### config.mk
export PLATFORM = sky130hd
export DESIGN_NAME = axis_network_data_upsizer
export DESIGN_NICKNAME = d
export VERILOG_FILES = /design/src/rtl/network_data_pkg.sv /design/src/rtl/noc_flit_out_reg.sv /design/src/rtl/axis_network_data_upsizer.sv
export SDC_FILE = /design/constraint.sdc
export NUM_CORES = 1
export LEC_CHECK = 0
export BUFFER_PORTS_ARGS = -buffer_cell sky130_fd_sc_hd__buf_4
export CAP_MARGIN = 10
export CELL_PAD_IN_SITES_DETAIL_PLACEMENT = 1
export CELL_PAD_IN_SITES_GLOBAL_PLACEMENT = 1
export CORE_ASPECT_RATIO = 1.25
export CORE_MARGIN = 1
export CORE_UTILIZATION = 40
export DETAILED_ROUTE_END_ITERATION = 8
export PLACE_DENSITY_LB_ADDON = 0.1
export SLEW_MARGIN = 25
export SYNTH_ARGS = -nofsm -noshare
export SYNTH_HDL_FRONTEND = slang
export SYNTH_SLANG_ARGS = --single-unit
### constraint.sdc
create_clock -name clk_noc -period 6.65 [get_ports clk_noc]
set_clock_uncertainty 0.15 [all_clocks]
set_input_delay 1.995 -clock clk_noc [delete_from_list [all_inputs] [get_ports clk_noc]]
set_output_delay 1.995 -clock clk_noc [all_outputs]
set_load 0.01 [all_outputs]
### src/rtl/network_data_pkg.sv
// Shared definitions for the NoC <-> AXIS data path (upsizer and downsizer).
// Holds flit type codes, flit field offsets/widths, per-flit byte counts,
// packed flit layouts and the pad-field helpers.
package network_data_pkg;

    localparam int unsigned NOC_W       = 64;
    localparam int unsigned AXIS_W      = 8;
    localparam int unsigned FLIT_TYPE_W = 2;

    // Flit type codes
    localparam logic [1:0] HEADER      = 2'b00;
    localparam logic [1:0] BODY        = 2'b01;
    localparam logic [1:0] TAIL        = 2'b10;
    localparam logic [1:0] HEADER_TAIL = 2'b11;

    // Data bytes carried per flit kind
    localparam int unsigned HDR_BYTES  = 4;
    localparam int unsigned BODY_BYTES = 8;
    localparam int unsigned TAIL_BYTES = 7;

    // Header / header-tail field placement
    localparam int unsigned HDR_PAD_LSB   = 32;
    localparam int unsigned HDR_PAD_W     = 4;
    localparam int unsigned HDR_LAST_BIT  = 36;
    localparam int unsigned HDR_TID_LSB   = 37;
    localparam int unsigned HDR_TID_W     = 5;
    localparam int unsigned HDR_RSVD_W    = 11;
    localparam int unsigned HDR_TDEST_LSB = 53;
    localparam int unsigned HDR_TDEST_W   = 11;

    // Tail field placement
    localparam int unsigned TAIL_PAD_LSB  = 56;
    localparam int unsigned TAIL_PAD_W    = 7;
    localparam int unsigned TAIL_LAST_BIT = 63;

    typedef struct packed {
        logic [HDR_TDEST_W-1:0]     tdest;
        logic [HDR_RSVD_W-1:0]      rsvd;
        logic [HDR_TID_W-1:0]       tid;
        logic                       last;
        logic [HDR_PAD_W-1:0]       pad;
        logic [8*HDR_BYTES-1:0]     data;
    } hdr_flit_t;

    typedef struct packed {
        logic                       last;
        logic [TAIL_PAD_W-1:0]      pad;
        logic [8*TAIL_BYTES-1:0]    data;
    } tail_flit_t;

    // Thermometer pad: every byte position at or above cnt is padding.
    function automatic logic [HDR_PAD_W-1:0] hdr_pad(input logic [3:0] cnt);
        logic [HDR_PAD_W-1:0] p;
        for (int i = 0; i < int'(HDR_PAD_W); i++) begin
            p[i] = (4'(i) >= cnt);
        end
        return p;
    endfunction

    function automatic logic [TAIL_PAD_W-1:0] tail_pad(input logic [3:0] cnt);
        logic [TAIL_PAD_W-1:0] p;
        for (int i = 0; i < int'(TAIL_PAD_W); i++) begin
            p[i] = (4'(i) >= cnt);
        end
        return p;
    endfunction

endpackage

### src/rtl/noc_flit_out_reg.sv
// Output flit register with valid/ready hold semantics.
// Ports:
//   clk, rst        clock, synchronous active-high reset
//   load            capture load_flit/load_type (only legal when free_c)
//   load_flit/type  next flit and its type
//   ready           downstream accepts the presented flit
//   valid/flit/flit_type  registered outputs, held until valid & ready
//   free_c          register can take a new flit this cycle
module noc_flit_out_reg #(
    parameter int unsigned DataWidth = 64,
    parameter int unsigned TypeWidth = 2
) (
    input  logic                 clk,
    input  logic                 rst,
    input  logic                 load,
    input  logic [DataWidth-1:0] load_flit,
    input  logic [TypeWidth-1:0] load_type,
    input  logic                 ready,
    output logic                 valid,
    output logic [DataWidth-1:0] flit,
    output logic [TypeWidth-1:0] flit_type,
    output logic                 free_c
);

    // Empty, or the current flit leaves at this edge.
    assign free_c = !valid || ready;

    always_ff @(posedge clk) begin
        if (rst) begin
            valid     <= 1'b0;
            flit      <= '0;
            flit_type <= '0;
        end else if (load) begin
            valid     <= 1'b1;
            flit      <= load_flit;
            flit_type <= load_type;
        end else if (ready) begin
            valid     <= 1'b0;
        end
    end

endmodule

### src/rtl/axis_network_data_upsizer.sv
// Packs a byte-wide AXI Stream into 64-bit NoC flits (HEADER/HEADER_TAIL,
// BODY, TAIL); transmit-side counterpart of network_data_axis_downsizer.
// Ports:
//   clk_noc, rst_noc          clock, synchronous active-high reset
//   s_axis_*                  byte-wide AXIS slave (tdata/tvalid/tready/
//                             tlast/tkeep/tid/tdest)
//   network_flit_type_o       flit type of the presented flit
//   network_flit_o            presented flit
//   network_valid_o           flit valid
//   network_ready_i           router accepts flit
module axis_network_data_upsizer
    import network_data_pkg::*;
#(
    parameter int unsigned AxisDataWidth = 8,
    parameter int unsigned NocDataWidth  = 64,
    parameter int unsigned flitTypeSize  = 2,
    parameter int unsigned KeepEnable    = 0,
    parameter int unsigned TIdWidth      = 5,
    parameter int unsigned TDestWidth    = 11
) (
    input  logic                     clk_noc,
    input  logic                     rst_noc,
    input  logic [AxisDataWidth-1:0] s_axis_tdata,
    input  logic                     s_axis_tvalid,
    output logic                     s_axis_tready,
    input  logic                     s_axis_tlast,
    input  logic                     s_axis_tkeep,
    input  logic [TIdWidth-1:0]      s_axis_tid,
    input  logic [TDestWidth-1:0]    s_axis_tdest,
    output logic [flitTypeSize-1:0]  network_flit_type_o,
    output logic [NocDataWidth-1:0]  network_flit_o,
    output logic                     network_valid_o,
    input  logic                     network_ready_i
);

    typedef enum logic [1:0] {
        ST_HEAD,
        ST_BODY,
        ST_ETAIL
    } up_state_e;

    up_state_e                state_q, state_d;
    logic [3:0]               byte_cnt_q, byte_cnt_d;
    logic [NOC_W-1:0]         buf_q, buf_d;
    logic [HDR_TID_W-1:0]     tid_q, tid_d;
    logic [HDR_TDEST_W-1:0]   tdest_q, tdest_d;
    logic                     open_q, open_d;
    logic                     asm_valid_q, asm_valid_d;
    logic [NOC_W-1:0]         asm_flit_q, asm_flit_d;
    logic [FLIT_TYPE_W-1:0]   asm_type_q, asm_type_d;

    logic                     accept;
    logic                     has_byte;
    logic [3:0]               cnt_new;
    logic [NOC_W-1:0]         data_new;
    logic [HDR_TID_W-1:0]     tid_sel;
    logic [HDR_TDEST_W-1:0]   tdest_sel;
    logic                     done;
    logic [NOC_W-1:0]         done_flit;
    logic [FLIT_TYPE_W-1:0]   done_type;
    hdr_flit_t                hdr;
    tail_flit_t               tl;
    logic                     load;
    logic [NOC_W-1:0]         load_flit;
    logic [FLIT_TYPE_W-1:0]   load_type;
    logic                     out_free;

    // Input stalls only while a finished flit waits in the assembly register,
    // during the extra tail cycle, and in reset.
    assign s_axis_tready = !rst_noc && (state_q != ST_ETAIL) && !asm_valid_q;
    assign accept        = s_axis_tvalid && s_axis_tready;
    assign has_byte      = accept && ((KeepEnable == 0) ? 1'b1 : s_axis_tkeep);

    // Packet id/dest come from the incoming beat when it is the first one.
    assign tid_sel   = open_q ? tid_q   : HDR_TID_W'(s_axis_tid);
    assign tdest_sel = open_q ? tdest_q : HDR_TDEST_W'(s_axis_tdest);

    // Next-state, packing and output-register steering.
    always_comb begin
        state_d     = state_q;
        byte_cnt_d  = byte_cnt_q;
        buf_d       = buf_q;
        tid_d       = tid_q;
        tdest_d     = tdest_q;
        open_d      = open_q;
        asm_valid_d = asm_valid_q;
        asm_flit_d  = asm_flit_q;
        asm_type_d  = asm_type_q;
        done        = 1'b0;
        done_flit   = '0;
        done_type   = HEADER;
        load        = 1'b0;
        load_flit   = '0;
        load_type   = HEADER;
        hdr         = '0;
        tl          = '0;

        cnt_new  = byte_cnt_q + 4'(has_byte);
        data_new = buf_q;
        if (has_byte) begin
            data_new[{byte_cnt_q[2:0], 3'b000} +: 8] = 8'(s_axis_tdata);
        end

        if (accept) begin
            buf_d      = data_new;
            byte_cnt_d = cnt_new;
            open_d     = !s_axis_tlast;
            if (!open_q) begin
                tid_d   = tid_sel;
                tdest_d = tdest_sel;
            end
            case (state_q)
                ST_HEAD: begin
                    if (s_axis_tlast || (cnt_new == 4'(HDR_BYTES))) begin
                        hdr.tdest  = tdest_sel;
                        hdr.tid    = tid_sel;
                        hdr.last   = s_axis_tlast;
                        hdr.pad    = s_axis_tlast ? hdr_pad(cnt_new) : '0;
                        hdr.data   = data_new[8*HDR_BYTES-1:0];
                        done       = 1'b1;
                        done_flit  = hdr;
                        done_type  = s_axis_tlast ? HEADER_TAIL : HEADER;
                        state_d    = s_axis_tlast ? ST_HEAD : ST_BODY;
                        buf_d      = '0;
                        byte_cnt_d = '0;
                    end
                end
                ST_BODY: begin
                    if (cnt_new == 4'(BODY_BYTES)) begin
                        // A full body flit cannot also carry last, so a
                        // padding-only tail follows.
                        done       = 1'b1;
                        done_flit  = data_new;
                        done_type  = BODY;
                        state_d    = s_axis_tlast ? ST_ETAIL : ST_BODY;
                        buf_d      = '0;
                        byte_cnt_d = '0;
                    end else if (s_axis_tlast) begin
                        tl.last    = 1'b1;
                        tl.pad     = tail_pad(cnt_new);
                        tl.data    = data_new[8*TAIL_BYTES-1:0];
                        done       = 1'b1;
                        done_flit  = tl;
                        done_type  = TAIL;
                        state_d    = ST_HEAD;
                        buf_d      = '0;
                        byte_cnt_d = '0;
                    end
                end
                default: ;
            endcase
        end

        // Empty tail: only produced once any held flit has drained.
        if ((state_q == ST_ETAIL) && !asm_valid_q) begin
            tl.last   = 1'b1;
            tl.pad    = '1;
            done      = 1'b1;
            done_flit = tl;
            done_type = TAIL;
        end

        if (asm_valid_q) begin
            if (out_free) begin
                load        = 1'b1;
                load_flit   = asm_flit_q;
                load_type   = asm_type_q;
                asm_valid_d = 1'b0;
            end
        end else if (done) begin
            if (out_free) begin
                load      = 1'b1;
                load_flit = done_flit;
                load_type = done_type;
                if (state_q == ST_ETAIL) begin
                    state_d = ST_HEAD;
                end
            end else if (state_q != ST_ETAIL) begin
                asm_valid_d = 1'b1;
                asm_flit_d  = done_flit;
                asm_type_d  = done_type;
            end
        end
    end

    // State and assembly registers.
    always_ff @(posedge clk_noc) begin
        if (rst_noc) begin
            state_q     <= ST_HEAD;
            byte_cnt_q  <= '0;
            buf_q       <= '0;
            tid_q       <= '0;
            tdest_q     <= '0;
            open_q      <= 1'b0;
            asm_valid_q <= 1'b0;
            asm_flit_q  <= '0;
            asm_type_q  <= HEADER;
        end else begin
            state_q     <= state_d;
            byte_cnt_q  <= byte_cnt_d;
            buf_q       <= buf_d;
            tid_q       <= tid_d;
            tdest_q     <= tdest_d;
            open_q      <= open_d;
            asm_valid_q <= asm_valid_d;
            asm_flit_q  <= asm_flit_d;
            asm_type_q  <= asm_type_d;
        end
    end

    noc_flit_out_reg #(
        .DataWidth (NocDataWidth),
        .TypeWidth (flitTypeSize)
    ) u_out_reg (
        .clk       (clk_noc),
        .rst       (rst_noc),
        .load      (load),
        .load_flit (NocDataWidth'(load_flit)),
        .load_type (flitTypeSize'(load_type)),
        .ready     (network_ready_i),
        .valid     (network_valid_o),
        .flit      (network_flit_o),
        .flit_type (network_flit_type_o),
        .free_c    (out_free)
    );

endmodule

==> impl_metrics.ini, run 1 <==
[route]
dr_total_vias = 8723
wl_mm = 30.1
dr.first_iter.drc_count = 346
drt-wirelength-per-cell_um = 19.7
firstDrtPassIters = 5
ant_nets = 0
remaining_drc_errors = 0
avgViaCountPerCell = 5.71

[sta]
worst_pin_slew_ns = 0.957
setup_viol = 0
final_hold_viol_count = 0
drv_slew = 0
setup_tns_ns = 0
fin_crit_sh_pct = 86.2
fmax_ghz = 0.174
slew_headroom_pct = 36.0
period_needed_ns = 5.73
grt_setup_unrepaired = no

[synth]
synth_edf_count = 0
synth_top_family_by_area = compound AO/OA/AOI/OAI gates
synthFlopType = dfxtp_1
async_flop_share_pct = 0
ys_types = 59
synth_top_area_share_pct = 45.8
ys_warn_count = 0
synth_xor_area_share_pct = 0.181
synth_top_cells_by_area = dfxtp_1, mux2i_1, nand2_1
ys_seq_elements = 221
synth_nets = 1174
yosys.area.top_type = dfxtp_1
yosys.area_share.adder_pct = 0.518
syn_area_per_cell_um2 = 8.47
netlist_instances = 1140
syn-cell-area_um2 = 9650
yosys.area_share.simple_pct = 20.3
muxShareOfSynthArea_pct = 7.73
synth_compound_area_share_pct = 20.6
seq_area_frac_synth_pct = 45.8

[setup_path]
cp_max_fo = 37
cp_slowest_cell = nor3_1
crit_chain = buf_4 > clkinv_1 > nand4_1 > inv_1 > ha_1 > ha_1 > or2_1 > a211oi_1 > and4bb_1 > buf_4 > o21ai_1 > buf_4 > nor3_1 > a22o_1
end_kind = flip-flop
crit_family = simple AND/OR/NAND/NOR gates
worst-endpoint-arrival_ns = 6.05
required_ns = 6.97
criticalPathCategory = in -> reg
start_kind = input pin
critPathMaxStageDelay_ns = 0.72
cpMostUsedCell = buf_4
path_buf_inv = 5

[placement]
port_buffers = 96
gp_congestion = 0.846
dp_cells = 1483
dp_hpwl_mm = 19.6

[grt]
grt-ovfl-total = 0
grt_max_degree = 67
grt_pass1_wl_mm = 48.3
track_usage_pct = 24.4
grt_pass1_vias = 8776
grt_antenna_before_repair = 0

[pwr]
power_mw = 2.94
irDropWorstVdd_v = 0.000170
p_switching_uw = 715
pwr-share-comb_pct = 7.9
p_int_mw = 2.22
pwr-share-clk_pct = 45.5
power_frac_seq_pct = 46.6
swShare_pct = 24.4
total_leakage_power_nw = 4.28
p_per_area_nw_per_um2 = 258

[cells_and_area]
fin_cells = 1527
fillCellCount = 2796
areaGrowthSynthToFinish_pct = 17.8
layout.nets = 1218
n_antenna_cell = 0
drive_gt1_share_pct = 14.6

[floorplanning]
die_y_um = 176
ios = 98
dieArea_um2 = 24800
die_w_um = 141
rows = 63
initial_core_util_pct = 40.7
coreArea_um2 = 23700

[clock_network]
cts_made_buffers = 24
clk_pin_slew_worst_paths_ns = 0.06
cts_resized = 0
clk_latency_ns = 0.53
cts_hold_buf = 0
cts_root_buf = clkbuf_16
htree_levels = 1
cts_setup_buffers = 0
tritoncts = done
cts.sinks = 221
max-clock-path-buffers = 3

[status]
status = complete, no violations

[hold_path]
hp-class = reg -> reg

[flow_run]
maxCapViolations = 0
Yosys cell counts, drive strengths merged, types with 3 or more instances:
cell type	instances
a211oi	59
a21o	5
a21oi	80
a221oi	14
a22o	48
a311oi	4
a31oi	7
and2	4
buf	27
clkbuf	73
dfxtp	221
ha	4
inv	12
mux2	4
mux2i	70
nand2	136
nand2b	7
nand3	6
nand3b	10
nand4	3
nand4b	3
nor2	127
nor2b	5
nor3	102
nor4b	3
o211ai	3
o21ai	46
o221ai	5
o22ai	11
or2	4
or3	10
stage by stage:
| step | hold slack [ns] | utilization [%] | setup WS [ns] | instance area (µm²) |
|---|---|---|---|---|
| after global routing | 0.326 | 47.9 | 0.663 | 11400 |
| after detailed placement | 0.296 | 44.6 | 0.432 | 10600 |
| after global placement | 0.283 | 44.6 | 0.496 | 10600 |
| after floorplan | 0.275 | - | 0.967 | 9650 |
| final | 0.305 | 47.9 | 0.918 | 11400 |
| after CTS | 0.306 | 47.9 | 0.985 | 11400 |
power by group through the flow:
| stage | Combinational, mW | Sequential, mW | Clock, mW |
|---|---|---|---|
| CTS | 0.234 | 1.37 | 1.38 |
| finish | 0.232 | 1.37 | 1.34 |
| global route | 0.252 | 1.37 | 1.42 |
| detailed placement | 0.232 | 1.40 | 0 |
| global placement | 0.230 | 1.40 | 0 |
| floorplan | 0.124 | 1.40 | 0 |
registers in the layout, indices dropped and copies added (netlist names):
signal               cells
buf_q                   64
u_out_reg.flit          64
tid_q                    5
open_q                   1
u_out_reg.flit_type      2
asm_valid_q              1
asm_type_q               2
byte_cnt_q               4
state_q                  2
u_out_reg.valid          1
asm_flit_q              64
tdest_q                 11
worst reg2reg max path, cell delays in order, from the launching register on:
cell	delay, ns
dfxtp_1	0.57
nand2b_1	0.22
nand4_1	0.16
inv_1	0.09
ha_1	0.23
ha_1	0.43
or2_1	0.35
a211oi_1	0.12
and4bb_1	0.32
buf_4	0.41
o21ai_1	0.14
buf_4	0.24
nor3_1	0.73
a22o_1	0.27
layout make-up:
cell class | instances | area (µm²) | share of cell area, %
clock buffer | 37 | 719 | 6.33
clock inverter | 7 | 76.3 | 0.671
inverter | 13 | 48.8 | 0.429
multi-input combinational | 806 | 4800 | 42.2
sequential | 221 | 4430 | 38.9
tap | 325 | 407 | 3.58
timing repair buffer | 118 | 898 | 7.90
cell usage in the layout (no fill, tap or decap), types with 9 or more instances in the layout:
master and instances:
buf_4 117, nand2_1 136, or3_1 9, a221oi_1 14
mux2i_1 70, a21oi_1 80, inv_1 12, o21ai_0 40
nand3b_1 10, nor2_1 126, clkbuf_16 24, o22ai_1 11
a22o_1 48, a211oi_1 59, dfxtp_1 220, nor3_1 101
worst paths after layout:
check                                start  depth (start not counted)  slack, ns   endpoint
worst max-delay path               rst_noc                         14       0.92  buf_q[25]
worst min-delay path             buf_q[55]                          2       0.30  buf_q[55]
worst min register to register   buf_q[55]                          2       0.30  buf_q[55]
worst max register to register  state_q[1]                         13       2.17  buf_q[25]
kinds of logic after synthesis:
group,Yosys count
buffers and inverters,113
AO/OA/AOI/OAI,295
flip-flops,221
XOR/XNOR,2
adder cells (fa/ha/maj),4
AND/OR/NAND/NOR,431
multiplexers,74
layer usage:
metal	track usage [%]	vias up	part of all wire, %
met5	0	-	0
met4	7.43	0	2.4
met3	3.00	45	3.8
met2	42.7	157	49
met1	31.1	4344	45
li1	-	4177	-
Power figures use the tool's default switching activity.
==> run 2, diff against run 1 <==
ABC_AREA = 1   (was not set)
==> run 2 against run 1 <==
Compared with the run above: critical path type unchanged; first-iteration DRC count rose by 91%; largest power group is now clock; die area grew 11%; cell count rose by 29%; design area increased by 8.1%; global-route usage grew 2.3 points.
==> impl_metrics.ini, run 2 <==
[sta]
drv_slew = 0
finalWorstSetupSlack_ns = 1.33
setup_tns_ns = 0
period_needed_ns = 5.32
worst_pin_slew_ns = 0.918
setup_viol = 0
slew_headroom_pct = 38.8
fin_crit_sh_pct = 79.9
final_hold_viol_count = 0
grt_setup_unrepaired = no
fmax_ghz = 0.188

[synth]
yosys.area.top_type = dfxtp_1
synth_top_cells_by_area = dfxtp_1, nand2_1, nand3_1
synthFlopType = dfxtp_1
synth_edf_count = 0
netlist_instances = 1592
ys_seq_elements = 221
async_flop_share_pct = 0
yosysMostFrequentCell = nand2_1
synth_nets = 1626
synth_top_area_share_pct = 41.3
syn_area_per_cell_um2 = 6.72
synthTopCellsByCount = nand2_1, dfxtp_1, nor2_1
syn-cell-area_um2 = 10700
ys_warn_count = 0
seq_area_frac_synth_pct = 41.3
ys_types = 37

[floorplanning]
initial_core_util_pct = 40.9
coreArea_um2 = 26200
die_y_um = 185
dieArea_um2 = 27400
ios = 98
die_w_um = 148
rows = 66

[setup_path]
required_ns = 6.92
start_kind = input pin
criticalPathCategory = in -> reg
end_kind = flip-flop
worst-endpoint-arrival_ns = 5.59
cp_max_fo = 58
critPathLaunch = rst_noc
ff2ff_setup_slack_ns = 2.27
worstReg2RegStart = state_q[1]
rr_worst_depth = 21

[pwr]
swShare_pct = 25.6
p_int_mw = 2.24
power_frac_seq_pct = 45.3
power_mw = 3.01
pwr-share-clk_pct = 46.3
p_per_area_nw_per_um2 = 245
irDropWorstVdd_v = 0.000160
pwr-share-comb_pct = 8.4
p_switching_uw = 770
total_leakage_power_nw = 4.91

[clock_network]
cts_resized = 0
cts.sinks = 221
htree_levels = 1
cts_setup_buffers = 0
clk_latency_ns = 0.53
clk_pin_slew_worst_paths_ns = 0.06
cts_root_buf = clkbuf_16
cts_hold_buf = 0
max-clock-path-buffers = 3
cts_made_buffers = 25
tritoncts = done

[cells_and_area]
n_antenna_cell = 0
top_regs = asm_flit_q: 64 flops, buf_q: 64 flops, u_out_reg.flit: 64 flops
fin_area_um2 = 12300
drive_gt1_share_pct = 11.4
final_common_cell = nand2_1
final_cell_mix = nand2_1, dfxtp_1, nor2_1
areaGrowthSynthToFinish_pct = 14.9
layout.nets = 1650
fin_cells = 1975

[route]
drt-wirelength-per-cell_um = 18.2
remaining_drc_errors = 0
dr_total_vias = 10816
firstDrtPassIters = 5
avgViaCountPerCell = 5.48
dr.first_iter.drc_count = 662
wl_mm = 36.0
ant_nets = 0

[placement]
dp_cells = 1929
dp_slack_ns = 0.772
placed_area_um2 = 11500
dp_hpwl_mm = 22.7
gp_congestion = 0.877
port_buffers = 96

[grt]
top_usage_layer = met2
gr-usage-met3_pct = 2.12
use_met2_pct = 45.3
grt_pass1_wl_mm = 58.3
grt-ovfl-total = 0
grt_antenna_before_repair = 0
grt_pass1_vias = 10690
grt_max_degree = 80
grt_use_met1_pct = 35.9
track_usage_pct = 26.7

[hold_path]
hp-start = asm_flit_q[44]
hp-class = reg -> reg
holdPathStages = 2

[flow_run]
maxCapViolations = 0

[status]
status = complete, no violations
run 2: cell types whose count changed after synthesis, sizes merged, moves of 13 or more:
| cell | delta |
|---|---|
| a211oi | -57 |
| a21oi | +76 |
| a221oi | -13 |
| a22o | -48 |
| buf | +25 |
| inv | +92 |
| mux2i | -64 |
| nand2 | +269 |
| nand3 | +160 |
| nand4 | +28 |
| nor2 | +48 |
| nor3 | -82 |
| o21ai | +79 |
run 2: metal layers:
metal	routed length (µm)	part of all wire (%)
met5	0	0
met4	1010	2.8
met2	16900	47
met3	1180	3.3
met1	16900	47
run 2: cell type report:
cell class	count	area, µm²
fillers	3408	13900
inverters	106	398
clock inverters	8	68.8
flip-flops and latches	221	4430
well taps	340	425
clock buffers	38	754
multi-input cells	1147	5360
repair buffers	115	863
run 2: cells by family (layout without fill, tap and decap cells):
| logic type | after synthesis | count (layout) | synth area share (%) |
|---|---|---|---|
| mux | 6 | 6 | 0.561 |
| simple gates | 815 | 815 | 32.7 |
| fa+ha+maj | 4 | 4 | 0.468 |
| compound gates | 322 | 322 | 16.2 |
| buf+inv | 224 | 267 | 8.74 |
| flops | 221 | 221 | 41.3 |
run 2: critical path, cell delays in order:
cell and delay, ns:
buf_4 0.12, nor3_2 0.25, nand2_2 0.11, inv_2 0.09, ha_1 0.21, ha_1 0.25, nor2_1 0.10, inv_2 0.09
nor2_2 0.05, nand2_1 0.13, nand2_4 0.11, nand2_4 0.15, nand2_4 0.07, nand2_4 0.10, nand3_4 0.42, nand2_2 0.41
buf_4 0.54, nand2_1 0.14, nand2_1 0.10, nor2_1 0.06
run 2: stage by stage:
step | hold slack (ns) | util [%]
final | 0.314 | 47.0
after global placement | 0.297 | 43.8
after global routing | 0.331 | 47.0
after floorplan | 0.285 | -
after detailed placement | 0.303 | 43.8
after CTS | 0.315 | 47.0
run 2: final timing paths:
kind,endpoint
worst min-delay path,asm_flit_q[44]
worst max-delay path,u_out_reg.flit[35]
worst min register to register,asm_flit_q[44]
worst max register to register,u_out_reg.flit[35]
run 2: power by group through the flow:
stage	Sequential [mW]	Combinational (mW)	Clock (mW)
finish	1.36	0.254	1.39
detailed placement	1.39	0.253	0
global placement	1.39	0.250	0
global route	1.36	0.280	1.48
CTS	1.36	0.254	1.42
floorplan	1.39	0.152	0
